`src/rtl/zero_io_pkg.sv`:
```
// Shared definitions for the Zero program I/O host.
//   state_t   : host run state (IDLE -> RUN -> DONE)
//   SEL_IN    : cfg_sel value addressing the input table
//   SEL_EXP   : cfg_sel value addressing the expected-output table
//   FAIL_NONE : all-ones pattern reported by fail_index when nothing failed
//               (slice the low WIDTH bits at the point of use)
package zero_io_pkg;

  typedef enum logic [1:0] {
    IDLE = 2'd0,
    RUN  = 2'd1,
    DONE = 2'd2
  } state_t;

  localparam logic SEL_IN  = 1'b0;
  localparam logic SEL_EXP = 1'b1;

  localparam logic [63:0] FAIL_NONE = '1;

endpackage

```
`src/rtl/zero_io_table.sv`:
```
// Single-write-port, asynchronous-read word table.
// Writes whose address falls outside DEPTH are dropped; reads outside DEPTH
// return zero, so callers may present a pointer that has run off the end.
// Ports:
//   clock  in   rising-edge clock
//   we     in   write strobe
//   waddr  in   [WAW] write index
//   wdata  in   [WIDTH] write word
//   raddr  in   [RAW] read index
//   rdata  out  [WIDTH] word at raddr (combinational)
module zero_io_table #(
  parameter int WIDTH = 12,
  parameter int DEPTH = 3,
  parameter int WAW   = 2,
  parameter int RAW   = 2
) (
  input  logic             clock,
  input  logic             we,
  input  logic [WAW-1:0]   waddr,
  input  logic [WIDTH-1:0] wdata,
  input  logic [RAW-1:0]   raddr,
  output logic [WIDTH-1:0] rdata
);

  localparam int IW = (DEPTH > 1) ? $clog2(DEPTH) : 1;

  logic [WIDTH-1:0] mem [DEPTH];

  // NOTE: the table has no reset on purpose; contents must survive a reset so
  // a test can be rerun without reloading, and it keeps this a plain RAM.
  always_ff @(posedge clock) begin
    if (we && (32'(waddr) < DEPTH)) begin
      mem[IW'(waddr)] <= wdata;
    end
  end

  assign rdata = (32'(raddr) < DEPTH) ? mem[IW'(raddr)] : '0;

endmodule

```
`src/rtl/zero_io_host.sv`:
```
// Testbench-side host for the Zero program I/O channels.
// Streams a preloaded input table into the program's input channel, reports
// the remaining input count (in_size), checks every word on the program's
// output channel against a preloaded expected table, and raises
// finished/success when the run ends (all outputs seen, or idle timeout).
//
// Optional build macro ZERO_IO_HOST_OVERRUN_EN: when defined, any word the
// program emits after the run is complete clears success and reports
// fail_index = NOUT. When undefined such words are silently discarded.
//
// Ports:
//   clock       in   rising-edge clock
//   reset       in   synchronous, active-high reset
//   cfg_we      in   table write strobe (honoured in IDLE only)
//   cfg_sel     in   SEL_IN = input table, SEL_EXP = expected table
//   cfg_addr    in   table index
//   cfg_data    in   table word
//   start       in   one-cycle pulse, IDLE -> RUN
//   in_valid    out  input word available
//   in_data     out  current input word
//   in_ready    in   program consumes the word
//   in_size     out  input words not yet consumed
//   out_valid   in   program emits a word
//   out_data    in   emitted word
//   out_ready   out  host accepts words
//   finished    out  run complete (sticky until reset)
//   success     out  all outputs matched (meaningful when finished)
//   fail_index  out  index of first mismatch, all ones if none
module zero_io_host
  import zero_io_pkg::*;
#(
  parameter int  WIDTH   = 12,
  parameter int  NIN     = 3,
  parameter int  NOUT    = 9,
  parameter int  TIMEOUT = 64,
  localparam int CAW     = $clog2((NIN > NOUT) ? NIN : NOUT)
) (
  input  logic             clock,
  input  logic             reset,
  input  logic             cfg_we,
  input  logic             cfg_sel,
  input  logic [CAW-1:0]   cfg_addr,
  input  logic [WIDTH-1:0] cfg_data,
  input  logic             start,
  output logic             in_valid,
  output logic [WIDTH-1:0] in_data,
  input  logic             in_ready,
  output logic [WIDTH-1:0] in_size,
  input  logic             out_valid,
  input  logic [WIDTH-1:0] out_data,
  output logic             out_ready,
  output logic             finished,
  output logic             success,
  output logic [WIDTH-1:0] fail_index
);

  localparam int IPW = $clog2(NIN + 1);
  localparam int OPW = $clog2(NOUT + 1);
  localparam int TW  = $clog2(TIMEOUT + 1);

  state_t           state, state_nxt;
  logic [IPW-1:0]   in_ptr, in_ptr_nxt;
  logic [OPW-1:0]   out_ptr, out_ptr_nxt;
  logic [TW-1:0]    idle_cnt, idle_cnt_nxt;
  logic             match, match_nxt;
  logic             finished_nxt, success_nxt;
  logic [WIDTH-1:0] fail_index_nxt;

  logic             in_we, exp_we;
  logic [WIDTH-1:0] exp_word;
  logic             in_xfer, out_xfer, word_bad;

  // Tables are only writable while idle so a run sees a stable image.
  assign in_we  = cfg_we && (state == IDLE) && (cfg_sel == SEL_IN);
  assign exp_we = cfg_we && (state == IDLE) && (cfg_sel == SEL_EXP);

  zero_io_table #(
    .WIDTH (WIDTH),
    .DEPTH (NIN),
    .WAW   (CAW),
    .RAW   (IPW)
  ) u_in_tab (
    .clock (clock),
    .we    (in_we),
    .waddr (cfg_addr),
    .wdata (cfg_data),
    .raddr (in_ptr),
    .rdata (in_data)
  );

  zero_io_table #(
    .WIDTH (WIDTH),
    .DEPTH (NOUT),
    .WAW   (CAW),
    .RAW   (OPW)
  ) u_exp_tab (
    .clock (clock),
    .we    (exp_we),
    .waddr (cfg_addr),
    .wdata (cfg_data),
    .raddr (out_ptr),
    .rdata (exp_word)
  );

  assign in_size = WIDTH'(IPW'(NIN) - in_ptr);

  // NOTE: every register uses <= so all state advances together on the edge;
  // the next-state values are computed separately in the combinational block.
  always_ff @(posedge clock) begin
    if (reset) begin
      state      <= IDLE;
      in_ptr     <= '0;
      out_ptr    <= '0;
      idle_cnt   <= '0;
      match      <= 1'b1;
      finished   <= 1'b0;
      success    <= 1'b0;
      fail_index <= FAIL_NONE[WIDTH-1:0];
    end else begin
      state      <= state_nxt;
      in_ptr     <= in_ptr_nxt;
      out_ptr    <= out_ptr_nxt;
      idle_cnt   <= idle_cnt_nxt;
      match      <= match_nxt;
      finished   <= finished_nxt;
      success    <= success_nxt;
      fail_index <= fail_index_nxt;
    end
  end

  // NOTE: every output of this block gets a default first, so no path leaves
  // a signal unassigned and no latch is inferred.
  always_comb begin
    state_nxt      = state;
    in_ptr_nxt     = in_ptr;
    out_ptr_nxt    = out_ptr;
    idle_cnt_nxt   = idle_cnt;
    match_nxt      = match;
    finished_nxt   = finished;
    success_nxt    = success;
    fail_index_nxt = fail_index;
    in_valid       = 1'b0;
    out_ready      = 1'b0;
    in_xfer        = 1'b0;
    out_xfer       = 1'b0;
    word_bad       = (out_data != exp_word);

    case (state)
      IDLE: begin
        if (start) begin
          state_nxt = RUN;
        end
      end

      RUN: begin
        in_valid  = (in_ptr < IPW'(NIN));
        out_ready = 1'b1;
        in_xfer   = in_valid && in_ready;
        out_xfer  = out_valid;

        if (in_xfer) begin
          in_ptr_nxt = in_ptr + 1'b1;
        end

        if (out_xfer) begin
          // Only the first mismatch is recorded.
          if (word_bad && match) begin
            match_nxt      = 1'b0;
            fail_index_nxt = WIDTH'(out_ptr);
          end
          out_ptr_nxt = out_ptr + 1'b1;
          if (out_ptr == OPW'(NOUT - 1)) begin
            state_nxt    = DONE;
            finished_nxt = 1'b1;
            success_nxt  = match && !word_bad;
          end
        end

        if (in_xfer || out_xfer) begin
          idle_cnt_nxt = '0;
        end else if (idle_cnt == TW'(TIMEOUT - 1)) begin
          // This idle cycle is the TIMEOUT-th in a row: abort the run.
          idle_cnt_nxt   = TW'(TIMEOUT);
          state_nxt      = DONE;
          finished_nxt   = 1'b1;
          success_nxt    = 1'b0;
          fail_index_nxt = WIDTH'(out_ptr);
        end else begin
          idle_cnt_nxt = idle_cnt + 1'b1;
        end
      end

      DONE: begin
        // Keep accepting so a chatty program never stalls after the run.
        out_ready = 1'b1;
`ifdef ZERO_IO_HOST_OVERRUN_EN
        if (out_valid) begin
          success_nxt    = 1'b0;
          fail_index_nxt = WIDTH'(NOUT);
        end
`endif
      end

      default: begin
        state_nxt = IDLE;
      end
    endcase
  end

endmodule

```
`config.mk`:
```
export PLATFORM = sky130hd
export DESIGN_NAME = zero_io_host
export DESIGN_NICKNAME = d
export VERILOG_FILES = /design/src/rtl/zero_io_pkg.sv /design/src/rtl/zero_io_table.sv /design/src/rtl/zero_io_host.sv
export SDC_FILE = /design/constraint.sdc
export NUM_CORES = 1
export LEC_CHECK = 0
export ABC_CLOCK_PERIOD_IN_PS = 5300
export BUFFER_PORTS_ARGS = -buffer_cell sky130_fd_sc_hd__buf_2
export CAP_MARGIN = 5
export CORE_MARGIN = 2
export CORE_UTILIZATION = 45
export CTS_CLUSTER_DIAMETER = 200
export DETAILED_ROUTE_END_ITERATION = 8
export GPL_ROUTABILITY_DRIVEN = 0
export GPL_TIMING_DRIVEN = 0
export PLACE_DENSITY = 0.75
export SYNTH_ARGS = -nofsm -noshare
export SYNTH_HDL_FRONTEND = slang
export SYNTH_HIERARCHICAL = 1
export SYNTH_SLANG_ARGS = --single-unit
```
`constraint.sdc`:
```
create_clock -name clock -period 5.3 [get_ports clock]
set_clock_uncertainty 0.15 [all_clocks]
set_input_delay 0.795 -clock clock [delete_from_list [all_inputs] [get_ports clock]]
set_output_delay 0.795 -clock clock [all_outputs]
set_load 0.01 [all_outputs]
```
* Word level (Yosys, flattened, before mapping)
Memories as Yosys holds them, arrays and structs flattened. A register that Yosys moved wholly into a read port is not among the register bits. Cells that the tools add are included.
Storage, ports and cells: input port bits 35, RAM bits 144, word-level logic and storage cells 75, output and inout bits 40, memories 2, register bits after elaboration 30
Memories:
- u_exp_tab.mem | depth 9, bits a word 12, rd ports 1, clocked after memory_dff 1, wr ports 1, line zero_io_table.sv:27 | logic [WIDTH-1:0] mem [DEPTH];
- u_in_tab.mem | depth 3, bits a word 12, rd ports 1, clocked after memory_dff 1, wr ports 1, line zero_io_table.sv:27
Operators by class: equal/unequal tests 6, add/sub/neg operators 4, reduce and logical (&&, ||, !) cells 16, bitwise gates (word level) 2, magnitude comparators 5, muxes and demuxes 32
Operators by type and width (count):
- $mux W12 | 6
- $mux W1 | 14
- $mux W2 | 7
- $mux W7 | 2
- $ne A12 B12 Y1 | 1
- $logic_and A1 B1 Y1 | 8
- $lt A4 B4 Y1 const B | 2
- $mux W4 | 2
- $add A7 B1 Y7 const B | 1
- $eq A7 B6 Y1 const B | 1
- $pmux W2 S3 | 1
- $reduce_and A2 Y1 | 3
- $add A4 B1 Y4 const B | 1
- $eq A4 B4 Y1 const B | 1
- $lt A2 B2 Y1 const B | 2
- $lt A4 B2 Y1 const B | 1
- $reduce_and A3 Y1 | 1
- $sub A2 B2 Y3 const A | 1
- $add A2 B1 Y2 const B | 1
- $eq A2 B1 Y1 const B | 1
- $eq A2 B2 Y1 const B | 1
- $logic_not A2 Y1 | 1
- $ne A2 B2 Y1 const B | 1
- $not A1 Y1 | 2
- 3 further kinds | 3

* Logic depth before layout (Yosys ltp)
depth after elaboration 9, gate-level depth with buffers 12, mapped depth without buffers 8

* Modules after synthesis
The synthesis kept the hierarchy.
By module, submodules not included:
- zero_io_table (u_exp_tab) | times used 1, seq. area each 3243.1 µm², cells each 221, area each 4284.1 µm²
- zero_io_host | times used 1, seq. area each 600.6 µm², cells each 170, area each 1546.5 µm²
- zero_io_table (u_in_tab) | times used 1, seq. area each 1081.0 µm², cells each 68, area each 1366.3 µm²

* Worst setup path after synthesis
OpenSTA, ideal clock, no wires.
kind input to register, start point in cfg_sel, end point mem u_exp_tab.mem[0][0] (enable), arrival time 2.332 ns, buffers on the path 0, stages on the path 3, path slack 2.422 ns, required time 4.754 ns, library setup time 0.396 ns, cells stage by stage and3_1 > or3b_2 > nor3_1
Between the ends: longest elaborated chain between the ends 4
Ends and longest elaborated chain:
- from (decl) | line zero_io_host.sv:41 | input logic cfg_sel,
- $logic_and A1 B1 Y1 | line zero_io_host.sv:75 | assign exp_we = cfg_we && (state == IDLE) && (cfg_sel == SEL_EXP);
- $logic_and A1 B1 Y1 | line zero_io_table.sv:32 | if (we && (32'(waddr) < DEPTH)) begin
- $mux W1 | line zero_io_table.sv:32
- $mux W1 (implied by the code) | line zero_io_table.sv:33 | mem[IW'(waddr)] <= wdata;
- to (decl) | line zero_io_table.sv:27
No other way between the ends.

* Worst setup path after layout
start point reg out_ptr[0], end point reg fail_index[10]
Between the ends: longest elaborated chain between the ends 8
Ends and longest elaborated chain:
- from (decl) | line zero_io_host.sv:63 | logic [OPW-1:0] out_ptr, out_ptr_nxt;
- from (signal assigned) | line zero_io_host.sv:122 | out_ptr <= out_ptr_nxt;
- $lt A4 B4 Y1 * | line zero_io_table.sv:37 | assign rdata = (32'(raddr) < DEPTH) ? mem[IW'(raddr)] : '0;
- $mux W12 * | line zero_io_table.sv:37
- via exp_word[9] | line zero_io_host.sv:70 | logic [WIDTH-1:0] exp_word;
- $ne A12 B12 Y1 * | line zero_io_host.sv:146 | word_bad = (out_data != exp_word);
- $logic_and A1 B1 Y1 * | line zero_io_host.sv:167 | if (word_bad && match) begin
- $mux W12 * | line zero_io_host.sv:167
- $mux W12 * | line zero_io_host.sv:165 | if (out_xfer) begin
- $mux W12 | line zero_io_host.sv:181 | end else if (idle_cnt == TW'(TIMEOUT - 1)) begin
- $mux W12 * | line zero_io_host.sv:179 | if (in_xfer || out_xfer) begin
- to (signal assigned) | line zero_io_host.sv:118 | fail_index <= FAIL_NONE[WIDTH-1:0];
- to (signal assigned) | line zero_io_host.sv:127 | fail_index <= fail_index_nxt;
- to (decl) | line zero_io_host.sv:54 | output logic [WIDTH-1:0] fail_index
Mark *: on every way through the listed nets, which the timed path passes. The rest lies on a longest branch. A chain may end at the register's enable or synchronous reset.

==> metrics.yaml <==
finish:
  instances_no_fill: 783
  syn_to_final_growth_pct: 18.67
  nets: 597
  antenna_cells: 0
  design_area_sq_mm: 0.008541
  drive_gt1_share_pct: 27.87
detailed_routing:
  highest_layer: "met4"
  wl_met3_microns: 719
  wl_per_cell_microns: 18.78
  drtAntennaViolNets: 0
  viasPerCell: 5.355
  drtIter0Drc: 321
  route.met2.wl_microns: 7266
  wl_microns: 14710
  drtPass1Iterations: 5
  via_count: 4193
  drc: 0
  drt-met1-wl_microns: 6367
status:
  outcome: "finished clean"
synth:
  synthTopCellsByCount: "edfxtp_1, mux2i_1, nor2_1"
  ys_ff_latch: 174
  synth_area_sq_mm: 0.007197
  synthTopCellsByArea: "edfxtp_1, dfxtp_1, mux2i_1"
  yosys.cell_types.count: 51
  avgSynthCellArea_sq_um: 15.68
  ys_warn_count: 6
  synth.top_cell.area_share_pct: 60.08
  synth-edff-count: 144
  synth.most_common_cell: "edfxtp_1"
  synth_top_flop_cell: "edfxtp_1"
  ys_async_sr_fraction_pct: 0
  synth_seq_area_share_pct: 68.43
  synth_top_cell_by_area: "edfxtp_1"
  synth_cells: 459
critical_path:
  critical_path_class: "reg2reg"
  endpoint_kind: "flop"
  cp_data_required_time_ns: 5.51
  start_kind: "flop"
  slowest_stage: "o211ai_2"
  max_stage_delay_ns: 0.45
  crit_buf_inv: 3
  cp.arrival_ns: 3.58
  cp_top_family: "compound AO/OA/AOI/OAI gates"
  worstPathCellList: "buf_6 > buf_12 > buf_2 > mux2_2 > o22ai_1 > o31ai_1 > xor2_1 > nor4_1 > nand3_1 > o211ai_2 > a21o_1"
  worstPathMaxFanout: 10
clocking:
  cts_tree: "built"
  ctsResizeCount: 0
  clk_latency_ns: 0.42
  cts.path.max_buffers: 2
  post-cts-setup-buffers: 0
  cts_root_buffer: "clkbuf_16"
  cts.reportedPaths.clkPinSlew_ns: 0.06
  holdBufCountCts: 0
  cts_made_buffers: 17
  htree_levels: 4
  cts_num_sinks: 174
flow_run:
  max_cap_violations: 0
power_and_ir_drop:
  powerDensity_mw_per_mm2: 363.7
  peakVddDrop_uv: 228.9
  p_leak_nw: 2.904
global_routing:
  grt_antenna_before_repair: 0
  grt_pass1_vias: 4272
  grt_max_degree: 17
  grt_pass1_wl_microns: 22670
  groute.usage.overall_pct: 17.96
  grt-ovfl-total: 0
place:
  hpwl_microns: 9931
  dp.cells: 750
  port_buffers: 63
  pre_cts_slack_ns: 1.919
  post_dp_cell_area_sq_mm: 0.007880
die:
  initial_core_util_pct: 45.64
  dieHeight_microns: 130.5
  die_area_sq_mm: 0.01702
  floorplan.rows: 46
  num_io_pins: 75
  core_sq_mm: 0.01577
  die_w_microns: 130.5
timing:
  fin_crit_sh_pct: 63.55
  whs_ns: 0.2963
  fin_ws_ns: 1.932
  max_slew_margin_pct: 11.27
  rsz0062_at_grt: "false"
  max_clock_freq_mhz: 296.9
  hold_viol_final: 0
  worstMarginPinSlew_ns: 1.326
  setup_violations: 0
  slew_viol_final: 0
  period_needed_ns: 3.368
  setup_tns_ns: 0
worst_hold_path:
  hp-class: "reg2reg"
power by group:
group / internal (mW) / switching (mW)
combinational: 0.112 / 0.141
clock: 0.837 / 0.503
sequential: 1.50 / 0.0134
total: 2.45 / 0.657
cell type report:
cell class / count / area (sq um)
fill: 1243 / 7229
tap: 216 / 270.3
inverter: 9 / 33.78
clock buffer: 18 / 429.2
clock inverter: 13 / 212.7
sequential: 174 / 4925
timing repair buffer: 68 / 367.9
multi-input combinational: 255 / 2083
buffer: 30 / 219.0
flip-flops by register name (all words and copies together), names as in the netlist:
| register | count |
|---|---|
| success | 1 |
| state | 2 |
| in_ptr | 2 |
| u_exp_tab/mem | 108 |
| fail_index | 12 |
| idle_cnt | 7 |
| u_in_tab/mem | 36 |
| match | 1 |
| finished | 1 |
| out_ptr | 4 |
layout by cell type, fill, tap and decap left out, types with 4 or more instances in the layout:
cell type,Yosys,layout
edfxtp_1,144,144
buf_2,5,68
mux2i_1,34,34
nor2_1,33,33
dfxtp_1,30,30
nand2_1,21,21
clkbuf_16,0,17
mux2_2,16,16
xor2_1,15,15
buf_4,11,12
o2bb2ai_1,12,12
mux4_2,11,11
nor2b_1,10,10
a21o_1,10,10
conb_1,1,10
inv_1,9,9
o31ai_1,9,9
clkbuf_1,7,8
o22ai_1,8,8
nand3_1,7,7
ha_1,7,7
a21oi_1,6,6
buf_6,2,6
bufinv_16,0,5
o21ai_0,4,4
xnor2_1,4,4
o21ai_1,4,4
worst reg2reg max path, cell delays in order (launching register included):
cell,delay (ns)
dfxtp_1,0.43
buf_6,0.18
buf_12,0.16
buf_2,0.28
mux2_2,0.38
o22ai_1,0.14
o31ai_1,0.13
xor2_1,0.19
nor4_1,0.31
nand3_1,0.32
o211ai_2,0.45
a21o_1,0.19
routing by layer:
layer | track usage [%] | vias to the layer above
met5 | 0 | -
met4 | 8.010 | 0
li1 | - | 1921
met1 | 23.33 | 2116
met2 | 29.97 | 132
met3 | 3.013 | 24
worst paths after layout:
check / start / cells after the start / slack [ns] / endpoint
max: out_ptr[0] / 11 / 1.93 / fail_index[10]
min: fail_index[6] / 1 / 0.30 / fail_index[6]
max reg2reg: out_ptr[0] / 11 / 1.93 / fail_index[10]
min reg2reg: fail_index[6] / 1 / 0.30 / fail_index[6]
per-stage QoR:
stage	power (mW)	utilization (%)
2_1_floorplan	1.703	-
3_3_place_gp	1.782	49.56
3_5_place_dp	1.795	49.97
4_1_cts	3.125	54.04
5_1_grt	3.199	54.16
6_report	3.106	54.16
cell families (layout without fill, tap and decap cells):
family / after synthesis / count (layout) / share of synthesized area, %
multiplexers: 62 / 62 / 11.04
AO/OA/AOI/OAI: 61 / 61 / 6.346
buffers and inverters: 39 / 138 / 3.512
flip-flops: 174 / 174 / 68.43
adder cells (fa/ha/maj): 7 / 7 / 1.217
other: 1 / 10 / 0.05211
AND/OR/NAND/NOR: 96 / 96 / 7.093
XOR/XNOR: 19 / 19 / 2.312
No activity file was read; power rests on OpenSTA's default activity.
